<file path="src/rtl/uart_byte_tx_if.sv">
// Byte handshake between the command/status logic (master) and the UART transmitter (slave).
interface uart_byte_tx_if;
   logic [7:0] tx_data;
   logic       tx_valid;
   logic       tx_ready;

   modport master (output tx_data, output tx_valid, input tx_ready);
   modport slave  (input tx_data, input tx_valid, output tx_ready);
endinterface

</file>
<file path="src/rtl/uart_byte_tx.sv">
// 8N1 UART transmitter: one byte per valid/ready handshake, LSB first on tx.
// Define UART_TX_PARITY_EN to insert an even-parity bit between data bit 7 and the stop bit(s).
module uart_byte_tx #(
   parameter int CLKS_PER_BIT = 2604,
   parameter int STOP_BITS    = 1
) (
   input  logic           clk_50M,
   input  logic           rst_n,
   uart_byte_tx_if.slave  host,
   output logic           tx,
   output logic           busy,
   output logic           tx_done
);

   localparam int            CW        = $clog2(CLKS_PER_BIT);
   localparam logic [CW-1:0] CNT_MAX   = CW'(CLKS_PER_BIT - 1);
   localparam logic [2:0]    STOP_LAST = 3'(STOP_BITS - 1);

`ifdef UART_TX_PARITY_EN
   typedef enum logic [2:0] {IDLE, START, DATA, PARITY, STOP} state_t;
`else
   typedef enum logic [2:0] {IDLE, START, DATA, STOP} state_t;
`endif

   state_t        state, state_nx;
   logic [CW-1:0] cnt, cnt_nx;
   logic [2:0]    bit_idx, idx_nx;
   logic [7:0]    shreg, sh_nx;
   logic          tx_nx, done_nx;
   logic          bit_end, stop_last, ready, accept;
`ifdef UART_TX_PARITY_EN
   logic          par, par_nx;
`endif

   assign bit_end   = (cnt == CNT_MAX);
   assign stop_last = (state == STOP) && bit_end && (bit_idx == STOP_LAST);
   // Ready also during the final stop-bit cycle so a held tx_valid starts the
   // next frame on the same edge the current one ends: no idle gap.
   assign ready         = (state == IDLE) || stop_last;
   assign accept        = host.tx_valid && ready;
   assign host.tx_ready = ready;
   assign busy          = ~ready;

   always_comb begin
      state_nx = state;
      cnt_nx   = bit_end ? '0 : cnt + 1'b1;
      idx_nx   = bit_idx;
      sh_nx    = shreg;
      tx_nx    = tx;
      done_nx  = 1'b0;
`ifdef UART_TX_PARITY_EN
      par_nx   = par;
`endif
      case (state)
         IDLE: begin
            cnt_nx = '0;
            tx_nx  = 1'b1;
         end
         START: if (bit_end) begin
            state_nx = DATA;
            tx_nx    = shreg[0];
            sh_nx    = {1'b0, shreg[7:1]};
            idx_nx   = 3'd0;
         end
         DATA: if (bit_end) begin
            if (bit_idx == 3'd7) begin
`ifdef UART_TX_PARITY_EN
               state_nx = PARITY;
               tx_nx    = par;
`else
               state_nx = STOP;
               tx_nx    = 1'b1;
               idx_nx   = 3'd0;
`endif
            end else begin
               idx_nx = bit_idx + 3'd1;
               tx_nx  = shreg[0];
               sh_nx  = {1'b0, shreg[7:1]};
            end
         end
`ifdef UART_TX_PARITY_EN
         PARITY: if (bit_end) begin
            state_nx = STOP;
            tx_nx    = 1'b1;
            idx_nx   = 3'd0;
         end
`endif
         STOP: if (bit_end) begin
            // bit_idx counts stop bits here
            if (bit_idx == STOP_LAST) begin
               state_nx = IDLE;
               done_nx  = 1'b1;
            end else begin
               idx_nx = bit_idx + 3'd1;
            end
         end
         default: begin
            state_nx = IDLE;
            tx_nx    = 1'b1;
         end
      endcase
      if (accept) begin
         state_nx = START;
         cnt_nx   = '0;
         idx_nx   = 3'd0;
         tx_nx    = 1'b0;
         sh_nx    = host.tx_data;
`ifdef UART_TX_PARITY_EN
         par_nx   = ^host.tx_data;
`endif
      end
   end

   always_ff @(posedge clk_50M or negedge rst_n) begin
      if (!rst_n) begin
         state   <= IDLE;
         cnt     <= '0;
         bit_idx <= 3'd0;
         shreg   <= 8'h00;
         tx      <= 1'b1;
         tx_done <= 1'b0;
`ifdef UART_TX_PARITY_EN
         par     <= 1'b0;
`endif
      end else begin
         state   <= state_nx;
         cnt     <= cnt_nx;
         bit_idx <= idx_nx;
         shreg   <= sh_nx;
         tx      <= tx_nx;
         tx_done <= done_nx;
`ifdef UART_TX_PARITY_EN
         par     <= par_nx;
`endif
      end
   end

endmodule

</file>
<file path="src/flat_wrapper.sv">
// flat-port wrapper written by rule: the top's interface ports become plain ports
module uart_byte_tx_flat 
#(
   parameter int CLKS_PER_BIT = 2604,
   parameter int STOP_BITS    = 1
)
  (clk_50M, rst_n, tx, busy, tx_done, host_tx_data, host_tx_valid, host_tx_ready);
  uart_byte_tx_if host_i ();
  input  logic clk_50M;
  input  logic rst_n;
  output logic tx;
  output logic busy;
  output logic tx_done;
  input wire logic [$bits(host_i.tx_data)-1:0] host_tx_data;
  input wire logic [$bits(host_i.tx_valid)-1:0] host_tx_valid;
  output wire logic [$bits(host_i.tx_ready)-1:0] host_tx_ready;
  assign host_i.tx_data = host_tx_data;
  assign host_i.tx_valid = host_tx_valid;
  assign host_tx_ready = host_i.tx_ready;
  uart_byte_tx #(.CLKS_PER_BIT(CLKS_PER_BIT), .STOP_BITS(STOP_BITS)) u_core (.clk_50M(clk_50M), .rst_n(rst_n), .host(host_i), .tx(tx), .busy(busy), .tx_done(tx_done));
endmodule
</file>
<file path="config.mk">
export PLATFORM = sky130hd
export DESIGN_NAME = uart_byte_tx_flat
export DESIGN_NICKNAME = d
export VERILOG_FILES = /design/src/rtl/uart_byte_tx_if.sv /design/src/rtl/uart_byte_tx.sv /design/src/flat_wrapper.sv
export SDC_FILE = /design/constraint.sdc
export NUM_CORES = 1
export LEC_CHECK = 0
export CAP_MARGIN = 20
export CORE_MARGIN = 3
export CORE_UTILIZATION = 60
export CTS_CLUSTER_DIAMETER = 200
export DETAILED_ROUTE_END_ITERATION = 8
export PLACE_DENSITY = 0.94
export SYNTH_ARGS = -nofsm -noshare
export SYNTH_HDL_FRONTEND = slang
export SYNTH_SLANG_ARGS = --single-unit
export TNS_END_PERCENT = 20
</file>
<file path="constraint.sdc">
create_clock -name clk_50M -period 4.3 [get_ports clk_50M]
set_input_delay 0.645 -clock clk_50M [delete_from_list [all_inputs] [get_ports clk_50M]]
set_output_delay 0.645 -clock clk_50M [all_outputs]
set_load 0.02 [all_outputs]
</file>
==> flow_metrics.env, run 1 <==
export IMPL_clkTransAtPathRegs_ps=140
export IMPL_cp_arrival_ps=2510
export IMPL_crit_required_ps=3650
export IMPL_die_area_sq_um=3160
export IMPL_area_delta_synth_final_pct=12.3
export IMPL_clkPwrFrac_pct=29.1
export IMPL_initial_core_util_pct=65.8
export IMPL_skew_ps=3.84
export IMPL_async_reset_ff_share_pct=100
export IMPL_synth_cell_type_count=42
export IMPL_diodes=0
export IMPL_grt_usage_pct=19.3
export IMPL_dieWidth_um=56.2
export IMPL_ir_worst_vdd_mv=0.235
export IMPL_cts_tree="built"
export IMPL_drv_cap=0
export IMPL_power_frac_comb_pct=3.8
export IMPL_syn_inst=141
export IMPL_grt_pass1_vias=1109
export IMPL_relSlewSlack_pct=66.6
export IMPL_grt_pass1_wl_um=4820
export IMPL_ys_warn_count=0
export IMPL_ys_seq_area_share_pct=44.7
export IMPL_drive_gt1_share_pct=19.2
export IMPL_grt_setup_unrepaired="no"
export IMPL_seqPwrFrac_pct=67.0
export IMPL_p_int_mw=0.298
export IMPL_wl_per_cell_um=15.7
export IMPL_fmax_mhz=317
export IMPL_post_layout_nonfiller_instances=184
export IMPL_critPathLaunchType="register"
export IMPL_hold_path_class="reg2reg"
export IMPL_rows=17
export IMPL_crit_start="u_core.cnt[7]$_DFF_PN0_"
export IMPL_status="finished, final reports clean"
export IMPL_cp_max_fo=5
export IMPL_worst_skew_pair_late_latency_ps=330
export IMPL_fin_crit_sh_pct=73.4
export IMPL_hold_buffers=0
export IMPL_grt_max_degree=28
export IMPL_slew_viol_final=0
export IMPL_cts_buffer_depth=2
export IMPL_rr_startpoint="u_core.cnt[7]$_DFF_PN0_"
export IMPL_via_per_inst=6.00
export IMPL_antenna_found_initial=0
export IMPL_htreeDepth=1
export IMPL_worstMarginPinSlew_ps=501
export IMPL_ys_flop_type="dfrtp_1"
export IMPL_yosysTopAreaCell="dfrtp_1"
export IMPL_synth_edf_count=0
export IMPL_switchingPower_mw=0.0814
export IMPL_hold_viol_final=0
export IMPL_worstReg2RegEnd="u_core.shreg[5]$_DFFE_PN0P_"
export IMPL_routed_wl_um=2880
export IMPL_final_common_cell="dfrtp_1"
export IMPL_power_density_nw_per_um2=223
export IMPL_worstSetupEndpointType="output pin"
export IMPL_coreArea_sq_um=2300
export IMPL_dp_hpwl_um=2200
export IMPL_syn_area_sq_um=1510
export IMPL_critPathKind="reg2out"
export IMPL_vias=1104
export IMPL_place_area_sq_um=1670
export IMPL_avgSynthCellArea_sq_um=10.7
export IMPL_synth_area_top_cells="dfrtp_1 43%, ha_1 8.3%, o221a_2 5.2%, nor2_1 4.0%, xnor2_1 3.5%"
export IMPL_power_mw=0.379
export IMPL_placed_cells=180
export IMPL_dr_pass1_iters=4
export IMPL_ant_nets=0
export IMPL_clock_sinks=27
export IMPL_die_y_um=56.2
export IMPL_gp_congestion=0.845
export IMPL_postLayoutCellArea_sq_um=1700
export IMPL_setup_tns_ps=0
export IMPL_cts_root_buf="clkbuf_4"
export IMPL_io_buffers=14
export IMPL_fin_nets=178
export IMPL_syn_num_nets=162
export IMPL_ctsResizeCount=0
export IMPL_synth_top_area_share_pct=43.0
export IMPL_rr_worst_depth=5
export IMPL_period_minus_slack_ps=3160
export IMPL_post_cts_setup_buffer_count=0
export IMPL_cellLeakagePower_nw=0.805
export IMPL_drc=0
export IMPL_grt_overflow=0
export IMPL_synth_seq_cells=27
export IMPL_drtIter0Drc=40
export IMPL_final_cell_mix="26 x dfrtp_1, 16 x nor2_1, 14 x clkdlybuf4s50_1"
export IMPL_setup_violations=0
export IMPL_cp_endpoint="host_tx_ready"
export IMPL_reg2reg_slack_ps=1920
export IMPL_pin_count=15
export IMPL_switching_share_pct=21.5
export IMPL_numCtsBuffers=3
-- layer usage --
| layer | wire [um] | GRT usage (%) | vias to the layer above |
|---|---|---|---|
| li1 | - | - | 532 |
| met1 | 1260 | 23.2 | 537 |
| met2 | 1450 | 34.1 | 30 |
| met3 | 123 | 3.25 | 5 |
| met4 | 42 | 7.80 | 0 |
| met5 | 0 | 0 | - |
-- layout make-up --
| type | count | area (sq um) |
|---|---|---|
| timing repair buffer | 15 | 148 |
| inverter | 8 | 30.0 |
| sequential | 27 | 677 |
| multi-input combinational | 102 | 782 |
| tap | 28 | 35.0 |
| fill | 160 | 598 |
| clock inverter | 1 | 5.00 |
| clock buffer | 3 | 22.5 |
-- power groups by stage --
stage,registers (mW),clock network (mW),logic [mW]
2_1_floorplan,0.259,0,0.000106
3_3_place_gp,0.259,0,0.0145
3_5_place_dp,0.259,0,0.0150
4_1_cts,0.254,0.114,0.0151
5_1_grt,0.254,0.128,0.0162
6_report,0.254,0.110,0.0145
-- registers in the layout, indices dropped and copies added, names as in the netlist --
signal,flops
u_core.cnt,12
u_core.shreg,8
u_core.bit_idx,3
u_core.state,2
u_core.tx,1
u_core.tx_done,1
-- critical path, stage by stage (launching register included) --
cell,delay (ps)
dfrtp_1,450
or4b_4,600
nor4_4,360
or2_2,180
clkdlybuf4s50_1,600
-- stage by stage --
step,hold WS (ps),util [%],worst slack [ps]
after floorplan,349,-,2000
after global placement,467,72.8,1580
after detailed placement,480,72.8,1530
after CTS,499,74.0,1130
after global routing,518,74.0,1040
final,498,74.0,1140
-- Yosys cell counts (4+ instances only) --
master and n:
o221a_2 7, and3_1 4, inv_1 8, or3_1 6, or2_2 4, nand3_1 4
ha_1 10, xnor2_1 6, dfrtp_1 26, nor2_1 16, o21ai_0 4, xor2_1 4
-- cell families after synthesis --
| kind of cell | Yosys count | share of synthesized area [%] |
|---|---|---|
| simple gates | 55 | 22.4 |
| flops | 27 | 44.7 |
| compound gates | 25 | 13.9 |
| buf+inv | 12 | 3.56 |
| xor+xnor | 10 | 5.79 |
| fa+ha+maj | 10 | 8.27 |
| mux | 2 | 1.32 |
-- worst min path at each step --
stage / from / end / slack (ps) / cells after the start
after global placement: u_core.cnt[0]$_DFF_PN0_ / u_core.cnt[0]$_DFF_PN0_ / 470 / 1
after detailed placement: u_core.cnt[0]$_DFF_PN0_ / u_core.cnt[0]$_DFF_PN0_ / 480 / 1
after CTS: u_core.cnt[0]$_DFF_PN0_ / u_core.cnt[0]$_DFF_PN0_ / 500 / 1
after floorplan: rst_n / u_core.bit_idx[0]$_DFFE_PN0P_ / 350 / 0
final: u_core.cnt[0]$_DFF_PN0_ / u_core.cnt[0]$_DFF_PN0_ / 500 / 1
after global routing: u_core.cnt[0]$_DFF_PN0_ / u_core.cnt[0]$_DFF_PN0_ / 520 / 1
(Power assumes the default switching activity.)
==> run 2, diff against run 1 <==
- CORE_UTILIZATION: 60 -> 56
- PLACE_DENSITY: 0.94 -> 0.9
- clock period: 4.3 -> 3.2 ns (I/O delays scaled with it)
==> run 2 against run 1 <==
First-iteration DRC count shrank 23%. Clock power grew 35%. Via count down 0.63%. Cell area is 0.15% higher. Wire length up 0.45%. Critical path depth unchanged. Worst hold slack lost 6.0 ps. Non-clock buffer count unchanged. Count of clock-buffer cells in the layout unchanged. Combinational power is 37% higher. Critical path type unchanged.
==> flow_metrics.env, run 2 (synthesis gave the netlist of run 1 again) <==
export IMPL_critPathKind="reg2out"
export IMPL_place_area_sq_um=1670
export IMPL_die_area_sq_um=3360
export IMPL_worstMarginPinSlew_ps=494
export IMPL_cts_tree="built"
export IMPL_die_y_um=58.0
export IMPL_largest_reg_flops=12
export IMPL_htreeDepth=1
export IMPL_setup_tns_ps=0
export IMPL_regMostFlops="u_core.cnt"
export IMPL_cts_buffer_depth=2
export IMPL_critPathLaunchType="register"
export IMPL_area_delta_synth_final_pct=12.5
export IMPL_power_density_nw_per_um2=300
export IMPL_initial_core_util_pct=60.0
export IMPL_postLayoutCellArea_sq_um=1700
export IMPL_period_minus_slack_ps=3020
export IMPL_pin_count=15
export IMPL_io_buffers=14
export IMPL_drv_cap=0
export IMPL_final_cell_mix="26 x dfrtp_1, 16 x nor2_1, 14 x clkdlybuf4s50_1"
export IMPL_cp_max_fo=5
export IMPL_final_common_cell="dfrtp_1"
export IMPL_skew_ps=11.9
export IMPL_ir_worst_vdd_mv=0.265
export IMPL_drive_gt1_share_pct=19.2
export IMPL_worstSetupEndpointType="output pin"
export IMPL_drtIter0Drc=31
export IMPL_hold_buffers=0
export IMPL_grt_usage_pct=19.7
export IMPL_crit_required_ps=2720
export IMPL_dieWidth_um=58.0
export IMPL_relSlewSlack_pct=67.1
export IMPL_hold_path_class="in2async"
export IMPL_fin_crit_sh_pct=94.4
export IMPL_worst_skew_pair_late_latency_ps=330
export IMPL_numCtsBuffers=3
export IMPL_top_regs="u_core.cnt (12), u_core.shreg (8), u_core.bit_idx (3)"
export IMPL_grt_pass1_vias=1169
export IMPL_diodes=0
export IMPL_dp_hpwl_um=2160
export IMPL_post_cts_setup_buffer_count=0
export IMPL_cp_arrival_ps=2540
export IMPL_grt_setup_unrepaired="no"
export IMPL_wl_per_cell_um=15.6
export IMPL_fmax_mhz=331
export IMPL_gp_congestion=0.810
export IMPL_cellLeakagePower_nw=0.805
export IMPL_grt_overflow=0
export IMPL_coreArea_sq_um=2520
export IMPL_ant_nets=0
export IMPL_status="finished, final reports clean"
export IMPL_cts_root_buf="clkbuf_4"
export IMPL_drc=0
export IMPL_routed_wl_um=2890
export IMPL_slew_viol_final=0
export IMPL_num_fill_cells=197
export IMPL_rows=18
export IMPL_fin_nets=178
export IMPL_grt_pass1_wl_um=5160
export IMPL_hold_viol_final=0
export IMPL_grt_max_degree=28
export IMPL_antenna_found_initial=0
export IMPL_via_per_inst=5.90
export IMPL_dr_pass1_iters=4
export IMPL_clock_sinks=27
export IMPL_vias=1097
export IMPL_clkTransAtPathRegs_ps=150
export IMPL_ctsResizeCount=0
export IMPL_setup_violations=0
## run 2: cell counts in the layout (fill, tap and decap cells not counted)
No cell type changed its count.
## run 2: final cells by class
type                    instances  area [sq um]  share of cell area (%)
multi-input cells             102           782                    46.0
inverters                       8          30.0                    1.76
well taps                      30          37.5                    2.21
flip-flops and latches         27           677                    39.8
clock inverters                 1          5.00                   0.294
clock buffers                   3          22.5                    1.32
repair buffers                 15           148                    8.68
## run 2: routing by layer
metal / vias to the layer above / global-route usage (%) / share of wire, %
met5: - / 0 / 0
met4: 0 / 7.28 / 1.5
met3: 5 / 2.90 / 2.8
met2: 27 / 33.4 / 49
met1: 533 / 25.6 / 47
li1: 532 / - / -
## run 2: path summary, 6_finish.rpt
path,start,end,slack (ps),cells after the start
min in group clk_50M,u_core.cnt[0]$_DFF_PN0_,u_core.cnt[0]$_DFF_PN0_,520,1
min reg2reg,u_core.cnt[0]$_DFF_PN0_,u_core.cnt[0]$_DFF_PN0_,520,1
max,u_core.cnt[7]$_DFF_PN0_,host_tx_ready,180,4
min,rst_n,u_core.cnt[11]$_DFF_PN0_,490,2
max in group asynchronous,rst_n,u_core.tx$_DFFE_PN1P_,2390,2
max reg2reg,u_core.cnt[7]$_DFF_PN0_,u_core.shreg[2]$_DFFE_PN0P_,820,5
## run 2: per-stage QoR
step / hold WS, ps / instances / total power [mW] / setup WS [ps] / utilization, %
floorplan: 184 / 141 / 0.348 / 1050 / -
global placement: 473 / 182 / 0.367 / 635 / 66.4
detailed placement: 495 / 182 / 0.368 / 565 / 66.4
CTS: 505 / 186 / 0.512 / 180 / 67.5
global route: 501 / 186 / 0.527 / 66.2 / 67.5
finish: 492 / 186 / 0.510 / 179 / 67.5
## run 2: power breakdown
part | internal (mW) | total [mW] | leakage (nW) | switching (mW)
Combinational | 0.0115 | 0.0198 | 0.438 | 0.00830
Sequential | 0.341 | 0.341 | 0.349 | 0
Clock | 0.0470 | 0.149 | 0.0177 | 0.102
Total | 0.400 | 0.510 | 0.805 | 0.110
## run 2: critical path, stage by stage (launching register included)
cell	delay, ps
dfrtp_1	450
or4b_4	600
nor4_4	380
or2_2	180
clkdlybuf4s50_1	590
==> run 3, diff against run 2 <==
- PLACE_DENSITY: 0.9 -> 0.81
==> run 3 against run 2 <==
Utilization about the same. Cell area about the same. Clock power about the same. Combinational power about the same. Total power decreased by 0.42%. Final cell count unchanged. Fmax increased by 1.9%. Critical path depth unchanged. Sequential power about the same. Die area unchanged. Sequential share of layout area about the same.
==> flow_metrics.env, run 3 (synthesis gave the netlist of run 1 again) <==
export IMPL_placed_cells=182
export IMPL_crit_path_top_delay_cell="or4b_4"
export IMPL_numCtsBuffers=3
export IMPL_cp_arrival_ps=2490
export IMPL_fmax_mhz=337
export IMPL_final_cell_mix="26 x dfrtp_1, 16 x nor2_1, 14 x clkdlybuf4s50_1"
export IMPL_drtIter0Drc=23
export IMPL_diodes=0
export IMPL_fin_util_pct=67.4
export IMPL_top_regs="u_core.cnt (12), u_core.shreg (8), u_core.bit_idx (3)"
export IMPL_initial_core_util_pct=60.0
export IMPL_period_minus_slack_ps=2970
export IMPL_via_per_inst=5.71
export IMPL_largest_reg_flops=12
export IMPL_htreeDepth=1
export IMPL_crit_family="simple AND/OR/NAND/NOR gates"
export IMPL_setup_tns_ps=0
export IMPL_grt_setup_unrepaired="no"
export IMPL_cp_max_fo=5
export IMPL_status="finished, final reports clean"
export IMPL_cts_buffer_depth=2
export IMPL_power_mw=0.508
export IMPL_relSlewSlack_pct=65.2
export IMPL_gp_congestion=0.789
export IMPL_ir_worst_vdd_mv=0.241
export IMPL_place_ws_ps=593
export IMPL_cts_tree="built"
export IMPL_critPathKind="reg2out"
export IMPL_fin_nets=178
export IMPL_slew_viol_final=0
export IMPL_routed_wl_um=2870
export IMPL_dp_hpwl_um=2110
export IMPL_setup_violations=0
export IMPL_grt_max_degree=28
export IMPL_rows=18
export IMPL_grt_overflow=0
export IMPL_dieWidth_um=58.0
export IMPL_hold_viol_final=0
export IMPL_hold_buffers=0
export IMPL_grt_pass1_vias=1087
export IMPL_worstSetupEndpointType="output pin"
export IMPL_skew_ps=5.74
export IMPL_regMostFlops="u_core.cnt"
export IMPL_fin_crit_sh_pct=92.7
export IMPL_post_layout_nonfiller_instances=186
export IMPL_power_density_nw_per_um2=299
export IMPL_cp_depth=4
export IMPL_drc=0
export IMPL_die_y_um=58.0
export IMPL_grt_usage_pct=19.7
export IMPL_worstReg2RegEnd="u_core.shreg[6]$_DFFE_PN0P_"
export IMPL_post_cts_setup_buffer_count=0
export IMPL_worst_hold_slack_ps=501
export IMPL_final_common_cell="dfrtp_1"
export IMPL_critPathBufInv=1
export IMPL_drive_gt1_share_pct=18.6
export IMPL_pin_count=15
export IMPL_ctsResizeCount=0
export IMPL_setup_ws_ps=235
export IMPL_vias=1062
export IMPL_place_area_sq_um=1670
export IMPL_area_delta_synth_final_pct=12.4
export IMPL_coreArea_sq_um=2520
export IMPL_wl_per_cell_um=15.4
export IMPL_drv_cap=0
export IMPL_grt_pass1_wl_um=5040
export IMPL_dr_pass1_iters=4
export IMPL_hold_path_class="in2async"
export IMPL_crit_start="u_core.cnt[7]$_DFF_PN0_"
export IMPL_postLayoutCellArea_sq_um=1700
export IMPL_io_buffers=14
export IMPL_cts_root_buf="clkbuf_4"
export IMPL_antenna_found_initial=0
export IMPL_rr_worst_depth=5
export IMPL_worst_skew_pair_late_latency_ps=320
export IMPL_critPathLaunchType="register"
export IMPL_path_cells="or4b_4 -> nor4_4 -> or2_2 -> clkdlybuf4s50_1"
export IMPL_die_area_sq_um=3360
export IMPL_cellLeakagePower_nw=0.802
export IMPL_reg2reg_slack_ps=840
export IMPL_worstMarginPinSlew_ps=521
export IMPL_slowest_delay_ps=600
export IMPL_ant_nets=0
export IMPL_crit_required_ps=2720
export IMPL_rr_startpoint="u_core.cnt[7]$_DFF_PN0_"
export IMPL_clock_sinks=27
export IMPL_clkTransAtPathRegs_ps=140
==> run 3: changes by cell type in the layout (fill, tap and decap cells not counted) <==
cell      before  now
clkinv_2       1    0
clkbuf_1       0    1
==> run 3: worst max path at each step <==
stage | end | slack (ps)
3_5_place_dp | host_tx_ready | 590
4_1_cts | host_tx_ready | 210
2_1_floorplan | u_core.shreg[0]$_DFFE_PN0P_ | 1050
5_1_grt | host_tx_ready | 140
6_report | host_tx_ready | 230
3_3_place_gp | host_tx_ready | 640
==> run 3: report_power, final <==
part	internal (mW)	switching, mW
Combinational	0.0114	0.00825
Clock	0.0489	0.0980
Sequential	0.341	0
Total	0.402	0.106
==> run 3: cell type report <==
class | instances | area, sq um
Inverter | 8 | 30.0
Tap cell | 30 | 37.5
Fill cell | 197 | 822
Multi-Input combinational cell | 102 | 782
Clock buffer | 4 | 26.3
Timing Repair Buffer | 15 | 148
Sequential cell | 27 | 677
==> run 3: layer usage <==
layer	GRT usage [%]	share of wire, %	up-vias
met4	8.94	2.1	0
met2	29.4	43	18
li1	-	-	532
met3	2.45	3.4	6
met1	28.7	51	506
met5	0	0	-
